`src/rtl/modem_pkg.sv`:
```
// Shared modem definitions: fixed-point format macros, step width, phase step and FSM states.
// Macros below provide defaults only; a build may predefine them.
`ifndef FIXDT_64_A_WIDTH
`define FIXDT_64_A_WIDTH 64
`endif
`ifndef M_2_PI_64B_A
`define M_2_PI_64B_A 64'sh00003243f6a8885a
`endif
`ifndef CARRIER_SAMPLES_PER_PERIOD
`define CARRIER_SAMPLES_PER_PERIOD 16
`endif

package modem_pkg;

  localparam int PHASE_WIDTH        = `FIXDT_64_A_WIDTH;
  localparam int SAMPLES_PER_PERIOD = `CARRIER_SAMPLES_PER_PERIOD;
  localparam int STEP_BITS          = $clog2(SAMPLES_PER_PERIOD);

  localparam logic signed [PHASE_WIDTH-1:0] M_2_PI_A   = `M_2_PI_64B_A;
  localparam logic signed [PHASE_WIDTH-1:0] PHASE_STEP = M_2_PI_A / PHASE_WIDTH'(SAMPLES_PER_PERIOD);

  typedef logic [STEP_BITS-1:0] step_t;

  typedef enum logic [1:0] {
    ST_IDLE  = 2'd0,
    ST_WRAP  = 2'd1,
    ST_QUANT = 2'd2,
    ST_DONE  = 2'd3
  } state_t;

endpackage

```
`src/rtl/phase_step_divider.sv`:
```
// Iterative restoring divider: one quotient bit per cycle, MSB first, QBITS cycles after i_start.
// Dividend and divisor are non-negative; a quotient too large for QBITS saturates to all ones.
module phase_step_divider #(
  parameter int WIDTH = 65,
  parameter int QBITS = 4
) (
  input  logic             clk,
  input  logic             rst_n,
  input  logic             i_start,
  input  logic [WIDTH-1:0] i_dividend,
  input  logic [WIDTH-1:0] i_divisor,
  output logic             o_done,
  output logic [QBITS-1:0] o_quotient
);

  localparam int CNT_W = (QBITS > 1) ? $clog2(QBITS) : 1;

  logic [WIDTH-1:0] r_rem;
  logic [WIDTH-1:0] r_divisor;
  logic [QBITS-1:0] r_quot;
  logic [CNT_W-1:0] r_bit;
  logic             r_busy;
  logic             r_done;

  logic [WIDTH-1:0] w_shifted;
  logic             w_fits;

  // Comparing against divisor << bit is the restoring step without shifting the remainder.
  assign w_shifted = r_divisor << r_bit;
  assign w_fits    = (r_rem >= w_shifted);

  always_ff @(posedge clk or negedge rst_n) begin
    if (!rst_n) begin
      r_rem     <= '0;
      r_divisor <= '0;
      r_quot    <= '0;
      r_bit     <= '0;
      r_busy    <= 1'b0;
      r_done    <= 1'b0;
    end else begin
      r_done <= 1'b0;
      if (i_start) begin
        r_rem     <= i_dividend;
        r_divisor <= i_divisor;
        r_quot    <= '0;
        r_bit     <= CNT_W'(QBITS - 1);
        r_busy    <= 1'b1;
      end else if (r_busy) begin
        if (w_fits) begin
          r_rem         <= r_rem - w_shifted;
          r_quot[r_bit] <= 1'b1;
        end
        if (r_bit == '0) begin
          r_busy <= 1'b0;
          r_done <= 1'b1;
        end else begin
          r_bit <= r_bit - CNT_W'(1);
        end
      end
    end
  end

  assign o_done     = r_done;
  assign o_quotient = r_quot;

endmodule

```
`src/rtl/phase_step_quantizer.sv`:
```
// Wraps a signed phase into [0, 2pi) and quantizes it to a step index of SAMPLES_PER_PERIOD steps.
// Build option PHASE_QUANT_ROUND_EN selects round-to-nearest; otherwise the index is floored.
//
// state | meaning
// IDLE  | waiting for a phase, in_ready high
// WRAP  | one +/-2pi correction or final range check per cycle
// QUANT | divider producing one quotient bit per cycle
// DONE  | result held on out_step until out_ready
module phase_step_quantizer
  import modem_pkg::*;
#(
  parameter int                            INPUT_WIDTH        = `FIXDT_64_A_WIDTH,
  parameter logic signed [INPUT_WIDTH-1:0] M_2_PI             = `M_2_PI_64B_A,
  parameter int                            SAMPLES_PER_PERIOD = `CARRIER_SAMPLES_PER_PERIOD,
  parameter int                            MAX_WRAP_ITERS     = 4,
  localparam int                           STEP_W             = $clog2(SAMPLES_PER_PERIOD)
) (
  input  logic                          clk,
  input  logic                          rst_n,
  input  logic                          in_valid,
  output logic                          in_ready,
  input  logic signed [INPUT_WIDTH-1:0] in_phase,
  output logic                          out_valid,
  input  logic                          out_ready,
  output logic [STEP_W-1:0]             out_step,
  output logic                          out_wrap_err
);

  localparam int EXT_W  = INPUT_WIDTH + 1;
  localparam int ITER_W = $clog2(MAX_WRAP_ITERS + 1);

  localparam logic signed [EXT_W-1:0] M2PI_X = {M_2_PI[INPUT_WIDTH-1], M_2_PI};
  localparam logic signed [EXT_W-1:0] STEP_X = M2PI_X / EXT_W'(SAMPLES_PER_PERIOD);

  state_t                    r_state;
  state_t                    w_state_nxt;
  logic signed [EXT_W-1:0]   r_value;
  logic [ITER_W-1:0]         r_iter;
  logic                      r_wrap_err;
  logic [STEP_W-1:0]         r_step;
  logic                      r_ready;

  logic                      w_accept;
  logic                      w_neg;
  logic                      w_over;
  logic                      w_in_range;
  logic                      w_iter_last;
  logic                      w_div_start;
  logic                      w_div_done;
  logic [STEP_W-1:0]         w_quotient;
  logic signed [EXT_W-1:0]   w_quant_in;
  logic [EXT_W-1:0]          w_dividend;

  assign w_accept    = (r_state == ST_IDLE) && in_valid && r_ready;
  assign w_neg       = r_value[EXT_W-1];
  assign w_over      = (r_value >= M2PI_X);
  assign w_in_range  = !w_neg && !w_over;
  assign w_iter_last = (r_iter == ITER_W'(MAX_WRAP_ITERS - 1));
  // A phase that never converged is quantized as zero.
  assign w_quant_in  = w_in_range ? r_value : '0;

`ifdef PHASE_QUANT_ROUND_EN
  localparam logic signed [EXT_W-1:0] HALF_X = STEP_X >>> 1;
  localparam logic signed [EXT_W-1:0] FULL_X = STEP_X <<< STEP_W;

  logic signed [EXT_W-1:0] w_rounded;

  // Rounding past the last step folds back to step 0.
  assign w_rounded  = w_quant_in + HALF_X;
  assign w_dividend = (w_rounded >= FULL_X) ? w_rounded - FULL_X : w_rounded;
`else
  assign w_dividend = w_quant_in;
`endif

  always_ff @(posedge clk or negedge rst_n) begin
    if (!rst_n) r_state <= ST_IDLE;
    else        r_state <= w_state_nxt;
  end

  always_comb begin
    w_state_nxt = r_state;
    w_div_start = 1'b0;
    case (r_state)
      ST_IDLE:  if (w_accept) w_state_nxt = ST_WRAP;
      ST_WRAP: begin
        if (w_in_range || w_iter_last) begin
          w_state_nxt = ST_QUANT;
          w_div_start = 1'b1;
        end
      end
      ST_QUANT: if (w_div_done) w_state_nxt = ST_DONE;
      ST_DONE:  if (out_ready) w_state_nxt = ST_IDLE;
      default:  w_state_nxt = ST_IDLE;
    endcase
  end

  always_ff @(posedge clk or negedge rst_n) begin
    if (!rst_n) begin
      r_value    <= '0;
      r_iter     <= '0;
      r_wrap_err <= 1'b0;
      r_step     <= '0;
      r_ready    <= 1'b0;
    end else begin
      // Registered so in_ready stays low throughout reset and rises one edge after release.
      r_ready <= (w_state_nxt == ST_IDLE);
      case (r_state)
        ST_IDLE: begin
          if (w_accept) begin
            r_value    <= {in_phase[INPUT_WIDTH-1], in_phase};
            r_iter     <= '0;
            r_wrap_err <= 1'b0;
          end
        end
        ST_WRAP: begin
          if (!w_in_range) begin
            if (w_iter_last) begin
              r_value    <= '0;
              r_wrap_err <= 1'b1;
            end else begin
              r_value <= w_neg ? r_value + M2PI_X : r_value - M2PI_X;
              r_iter  <= r_iter + ITER_W'(1);
            end
          end
        end
        ST_QUANT: if (w_div_done) r_step <= w_quotient;
        default: ;
      endcase
    end
  end

  phase_step_divider #(
    .WIDTH (EXT_W),
    .QBITS (STEP_W)
  ) u_divider (
    .clk        (clk),
    .rst_n      (rst_n),
    .i_start    (w_div_start),
    .i_dividend (w_dividend),
    .i_divisor  (STEP_X),
    .o_done     (w_div_done),
    .o_quotient (w_quotient)
  );

  assign in_ready     = r_ready;
  assign out_valid    = (r_state == ST_DONE);
  assign out_step     = r_step;
  assign out_wrap_err = r_wrap_err;

endmodule

```
`config.mk`:
```
export PLATFORM = sky130hd
export DESIGN_NAME = phase_step_quantizer
export DESIGN_NICKNAME = d
export VERILOG_FILES = /design/src/rtl/modem_pkg.sv /design/src/rtl/phase_step_divider.sv /design/src/rtl/phase_step_quantizer.sv
export SDC_FILE = /design/constraint.sdc
export NUM_CORES = 1
export LEC_CHECK = 0
export CORE_MARGIN = 4
export CORE_UTILIZATION = 55
export CTS_CLUSTER_DIAMETER = 100
export DETAILED_ROUTE_END_ITERATION = 12
export GPL_ROUTABILITY_DRIVEN = 0
export GPL_TIMING_DRIVEN = 0
export PLACE_DENSITY_LB_ADDON = 0.08
export SETUP_SLACK_MARGIN = 0.02
export SYNTH_ARGS = -nofsm -noshare
export SYNTH_HDL_FRONTEND = slang
export SYNTH_SLANG_ARGS = --single-unit
```
`constraint.sdc`:
```
create_clock -name clk -period 3.7 [get_ports clk]
set_input_delay 0.37 -clock clk [delete_from_list [all_inputs] [get_ports clk]]
set_output_delay 0.37 -clock clk [all_outputs]
set_load 0.1 [all_outputs]
```
# --- Yosys cells after proc, flatten, opt, wreduce, memory -nomap -nowiden ---
# Cells that the tools add are included.
op_classes:
  order_cmp: 4
  n_reduce_logical: 19
  n_mul: 0
  n_shift: 1
  n_div: 0
  eq_ne: 9
  add_sub_neg: 5
  n_bitwise: 1
  muxes: 38
ops:
  columns: ["op", "count"]
  rows:
  - ["65-bit 2-to-1 mux", 8]
  - ["65-bit one-hot mux with 2 select lines", 1]
  - ["65-bit by 47-bit adder with 65-bit output (second input constant)", 1]
  - ["65-bit by 47-bit >= comparator with 1-bit output (second input constant)", 1]
  - ["65-bit >= comparator", 1]
  - ["42-bit by 2-bit left shift with 65-bit output", 1]
  - ["65-bit by 47-bit subtractor with 65-bit output (second input constant)", 1]
  - ["65-bit subtractor", 1]
  - ["2-bit 2-to-1 mux", 7]
  - ["1-bit 2-to-1 mux", 12]
  - ["4-bit 2-to-1 mux", 3]
  - ["3-bit 2-to-1 mux", 3]
  - ["2-bit inequality test (second input constant)", 4]
  - ["2-bit one-hot mux with 4 select lines", 1]
  - ["4-bit AND reduction", 2]
  - ["2-bit zero test", 3]
  - ["3-bit one-hot mux with 2 select lines", 1]
  - ["2-bit AND reduction", 3]
  - ["2-bit nonzero test", 3]
  - ["2-bit == test (second input constant)", 2]
  - ["1-bit logical AND", 4]
  - ["4-bit OR", 1]
  - ["3-bit by 1-bit adder with 3-bit output (second input constant)", 1]
  - ["3-bit by 2-bit == test with 1-bit output (second input constant)", 1]
  - ["10 further kinds", 11]
totals:
  latchBits: 0
  ramBits: 0
  in_bits: 68
  out_inout_bits: 7
  register_bits: 150
  rom_bits: 0
  elab_cells: 89
  n_memories: 0

# --- Longest topological paths before layout ---
depth:
  depth_word: 8
  mapped_depth: 18
  mapped_depth_nobuf: 15

# --- Hierarchy ---
# From an unflattened synthesis, not the netlist that was laid out.
unflattened:
  hier_cells: 2239
  hier_area_um2: 18582.8
modules_own_cells:
  columns: ["module", "area_per_inst_um2", "cells_per_inst", "seq_area_each_um2", "instances"]
  rows:
  - ["phase_step_divider", 11312.1, 1244, 3453.3, 1]
  - ["phase_step_quantizer", 7270.7, 995, 1901.8, 1]

# --- Worst setup path after synthesis ---
# No wires, ideal clock.
synth_path:
  path_type: "register to register"
  start: "reg u_divider.r_bit[0]"
  end: "reg u_divider.r_rem[55]"
  slack_ps: -93
  required_ps: 3634
  synth_period_minus_slack_ps: 3793
  stages_incl_launch_ff: 17
  t_arrival_ps: 3727
  path_buffers: 2
  setup_ps: 66
  cell_sequence: "dfrtp_1 -> inv_1 -> nand3_1 -> and2_1 -> ha_1 -> clkbuf_1 -> nand4_1 -> nor2b_1 -> nand4_1 -> nor2_1 -> nor4bb_1 -> a31oi_1 -> nand2_1 -> or4_1 -> clkbuf_1 -> or4_1 -> nand2_1"
synth_via:
  elab_chain_len: 5
  word_cells_on_any_way: 8
  cone_classes: "1 x add/sub; 1 x order compare; 1 x shift; 3 x mux; 2 x reduce/logical"
synth_lines:
  columns: ["item", "line_no", "rtl"]
  rows:
  - ["start, declared", "phase_step_divider.sv:21", "logic [CNT_W-1:0] r_bit;"]
  - ["start signal, assigned", "phase_step_divider.sv:46", "r_bit <= CNT_W'(QBITS - 1);"]
  - ["start signal, assigned", "phase_step_divider.sv:57", "r_bit <= r_bit - CNT_W'(1);"]
  - ["42-bit by 2-bit left shift with 65-bit output *", "phase_step_divider.sv:29", "assign w_shifted = r_divisor << r_bit;"]
  - ["65-bit subtractor", "phase_step_divider.sv:50", "r_rem <= r_rem - w_shifted;"]
  - ["65-bit 2-to-1 mux", "phase_step_divider.sv:49", "if (w_fits) begin"]
  - ["65-bit 2-to-1 mux", "phase_step_divider.sv:48", "end else if (r_busy) begin"]
  - ["65-bit 2-to-1 mux", "phase_step_divider.sv:42", "if (i_start) begin"]
  - ["end signal, assigned", "phase_step_divider.sv:43", "r_rem <= i_dividend;"]
  - ["end signal, assigned", "phase_step_divider.sv:50", null]
  - ["end, declared", "phase_step_divider.sv:18", "logic [WIDTH-1:0] r_rem;"]
# Mark *: on every way between the ends. The rest lies on a longest branch, timed or not. The select of a mux whose other input is x is not followed.
# A chain may end at the register's enable or synchronous reset.

# --- Worst setup path in the final report ---
layout_path:
  start: "reg u_divider.r_divisor[0] (netlist name)"
  end: "reg u_divider.r_rem[55]"
layout_via:
  elab_chain_len: 5
  word_cells_on_any_way: 8
  cone_classes: "1 x add/sub; 1 x order compare; 1 x shift; 3 x mux; 2 x reduce/logical"
layout_lines:
  columns: ["item", "line_no"]
  rows:
  - ["42-bit by 2-bit left shift with 65-bit output *", "phase_step_divider.sv:29"]
  - ["65-bit subtractor", "phase_step_divider.sv:50"]
  - ["65-bit 2-to-1 mux", "phase_step_divider.sv:49"]
  - ["65-bit 2-to-1 mux", "phase_step_divider.sv:48"]
  - ["65-bit 2-to-1 mux", "phase_step_divider.sv:42"]
# Marked as above.

==> flow_summary.toml <==
[status]
status = "finished with violations"
violations = "negative setup slack"

[synthesis]
yosysWarnings = 0
synth_top_cell_area_share = 0.303
ys.flop_type = "dfrtp_1"
synth_nets = 1766
seq_area_frac_synth = 0.303
synth_edf_count = 0
yosysMostFrequentCell = "a21oi_1"
syn_area_per_cell_um2 = 7.53
syn_area_um2 = 12400
post-synth-top-area-cell = "dfrtp_1"
synth_area_leaders = "dfrtp_1 30%, a21oi_1 7.3%, o21ai_0 6.5%"
async_reset_ff_frac = 1.00
synth_cell_types = 81
netlist_instances = 1646
ys_ff_latch = 150
ys_top_cells_by_count = "182 x a21oi_1, 161 x o21ai_0, 158 x nand2_1"

[grt]
grt_overflow = 0
first_global_vias = 13100
antenna_found_initial = 0
grt_max_degree = 96
grt_pass1_wl_um = 70700
grt_util_all_layers = 0.360

[worst_setup_path]
crit_chain = "buf_4, inv_1, ha_4, nand4_1, nor3_2, a22oi_1, a221o_1, nand2b_1, nand4_1, nand2_2, or4_4, or4_1, nand2_1"
slowest_delay_ns = 0.58
critPathSlowestCell = "or4_4"
critPathMaxFanout = 10
crit_type = "reg2reg"
cp.required_ns = 4.08
cp_top_family = "simple AND/OR/NAND/NOR gates"
path_buf_inv = 2
critPathCaptureType = "register"
cp.arrival_ns = 4.13
startpoint_type = "register"
cp_common_cell = "nand4_1"

[sta]
clock_skew_ns = 0.0131
maxSlewHeadroom = 0.345
worst_slack_ns = -0.0509
whs_ns = 0.448
finalHoldViolations = 0
worst_slew_pin_slew_ns = 0.980
period_needed_ns = 3.75
setup_viol = 3
max_freq_mhz = 267
final.setup.tns_ns = -0.0618
period_share = 1.01
slew_violations = 0
rsz0062_at_grt = "true"

[routing]
dr.pass1.iters = 6
vias = 13800
drtAntennaViolNets = 0
route.detailed.drc = 0
drt_iter0_drc = 1719
vias_per_cell = 6.72
drt-total-wl_um = 45900
wire_per_inst_um = 22.3

[cts]
clock-sinks = 150
cts_made_buffers = 17
clk_pin_slew_ns = 0.07
cts-htree-levels = 4
cts-root-buf = "clkbuf_16"
clk_latency_ns = 0.44
tritoncts = "done"
clockBufferDepth = 2

[power]
ir_drop_uv = 237
leakagePower_nw = 6.67
power_density_nw_per_um2 = 231

[layout]
n_antenna_cell = 0
drive_gt1_frac = 0.133
fin_nets = 1881
synthToLayoutAreaGrowth_pct = 21.3

[floorplanning]
fp.dieH_um = 158
die_w_um = 158
pin_count = 75
start_util = 0.563
coreArea_um2 = 22000
design.die.area_um2 = 25000
rows = 54

[placement]
portBuffers = 74
dp_hpwl_um = 32600

[worst_hold_path]
hold_path_class = "in2async"

[job]
drv_cap = 0
==> power breakdown <==
part	internal, mW	switching, mW
clock	0.928	0.770
combinational	0.0759	0.0574
sequential	1.64	0
total	2.64	0.828
==> path summary, 6_finish.rpt <==
| check | from | end | slack (ns) | cells after the start |
|---|---|---|---|---|
| worst max register to register | u_divider.r_divisor[0] | u_divider.r_rem[55] | -0.05 | 13 |
| worst max-delay path | u_divider.r_divisor[0] | u_divider.r_rem[55] | -0.05 | 13 |
| max in group asynchronous | rst_n | u_divider.r_bit[1] | 2.36 | 3 |
| worst min register to register | r_iter[2] | r_iter[2] | 0.50 | 2 |
| min in group clk | r_iter[2] | r_iter[2] | 0.50 | 2 |
| worst min-delay path | rst_n | u_divider.r_rem[14] | 0.45 | 2 |
==> per-layer routing <==
layer	up-vias	part of all wire	wire [um]	track usage
li1	6286	-	-	-
met1	6427	0.40	18100	0.483
met2	902	0.44	20300	0.548
met3	190	0.10	4730	0.0763
met4	0	0.059	2710	0.184
met5	-	0	0	0
==> area by class of cell <==
cell class	count	area (um2)
Clock buffer	21	440
Timing Repair Buffer	114	1090
Clock inverter	11	103
Inverter	63	249
Buffer	103	538
Sequential cell	150	3760
Tap cell	280	350
Fill cell	1854	6990
Multi-Input combinational cell	1312	8510
==> sequential cells by signal, indices dropped and copies added (netlist names) <==
signal	flops
r_value	65
u_divider.r_rem	65
out_step	4
u_divider.o_quotient	4
r_iter	3
r_state	2
u_divider.r_bit	2
in_ready	1
out_wrap_err	1
u_divider.o_done	1
u_divider.r_busy	1
u_divider.r_divisor	1
==> layout by cell type (no fill, tap or decap), types with 33 or more instances in the layout <==
cell	netlist	layout
a21oi_1	182	175
nand2_1	158	152
o21ai_0	161	150
dfrtp_1	150	148
nor2_1	145	137
clkdlybuf4s50_1	0	73
inv_1	62	59
clkbuf_1	96	57
nor3_1	52	46
buf_4	1	45
nand3_1	46	42
a21o_1	34	34
and3_1	33	33
==> stage by stage <==
| stage | util | setup slack, ns | cells | total power [mW] | area (um2) |
|---|---|---|---|---|---|
| after floorplan | - | 0.0219 | 1646 | 1.69 | 12400 |
| after global placement | 0.613 | -4.28 | 2000 | 1.80 | 13500 |
| after detailed placement | 0.615 | -1.33 | 2001 | 1.80 | 13500 |
| after CTS | 0.657 | -0.0958 | 2033 | 3.48 | 14500 |
| after global routing | 0.683 | -0.182 | 2054 | 3.55 | 15000 |
| final | 0.683 | -0.0509 | 2054 | 3.47 | 15000 |
==> cell families (layout without fill, tap and decap cells) <==
kind of cell | Yosys count | count (layout) | share of synthesized area
AO/OA/AOI/OAI | 596 | 596 | 0.301
XOR/XNOR | 45 | 45 | 0.0318
adder cells (fa/ha/maj) | 52 | 52 | 0.0531
buffers and inverters | 184 | 312 | 0.0591
flip-flops | 150 | 150 | 0.303
multiplexers | 14 | 14 | 0.0117
AND/OR/NAND/NOR | 605 | 605 | 0.241
==> worst register-to-register path, cell delays in order, from the launching register on <==
cell and delay [ns]:
dfrtp_1 0.40, buf_4 0.22, inv_1 0.19, ha_4 0.38, nand4_1 0.15, nor3_2 0.23, a22oi_1 0.12, a221o_1 0.41
nand2b_1 0.22, nand4_1 0.15, nand2_2 0.11, or4_4 0.58, or4_1 0.48, nand2_1 0.08
==> what timing repair did <==
action,4_1_cts,5_1_grt
buffers inserted,11,27
hold buffers,1,0
resized for setup,98,104
endpoints found under the hold margin,55,0
pin swaps,6,32
setup endpoints to repair,146,144
(Power assumes the default switching activity.)
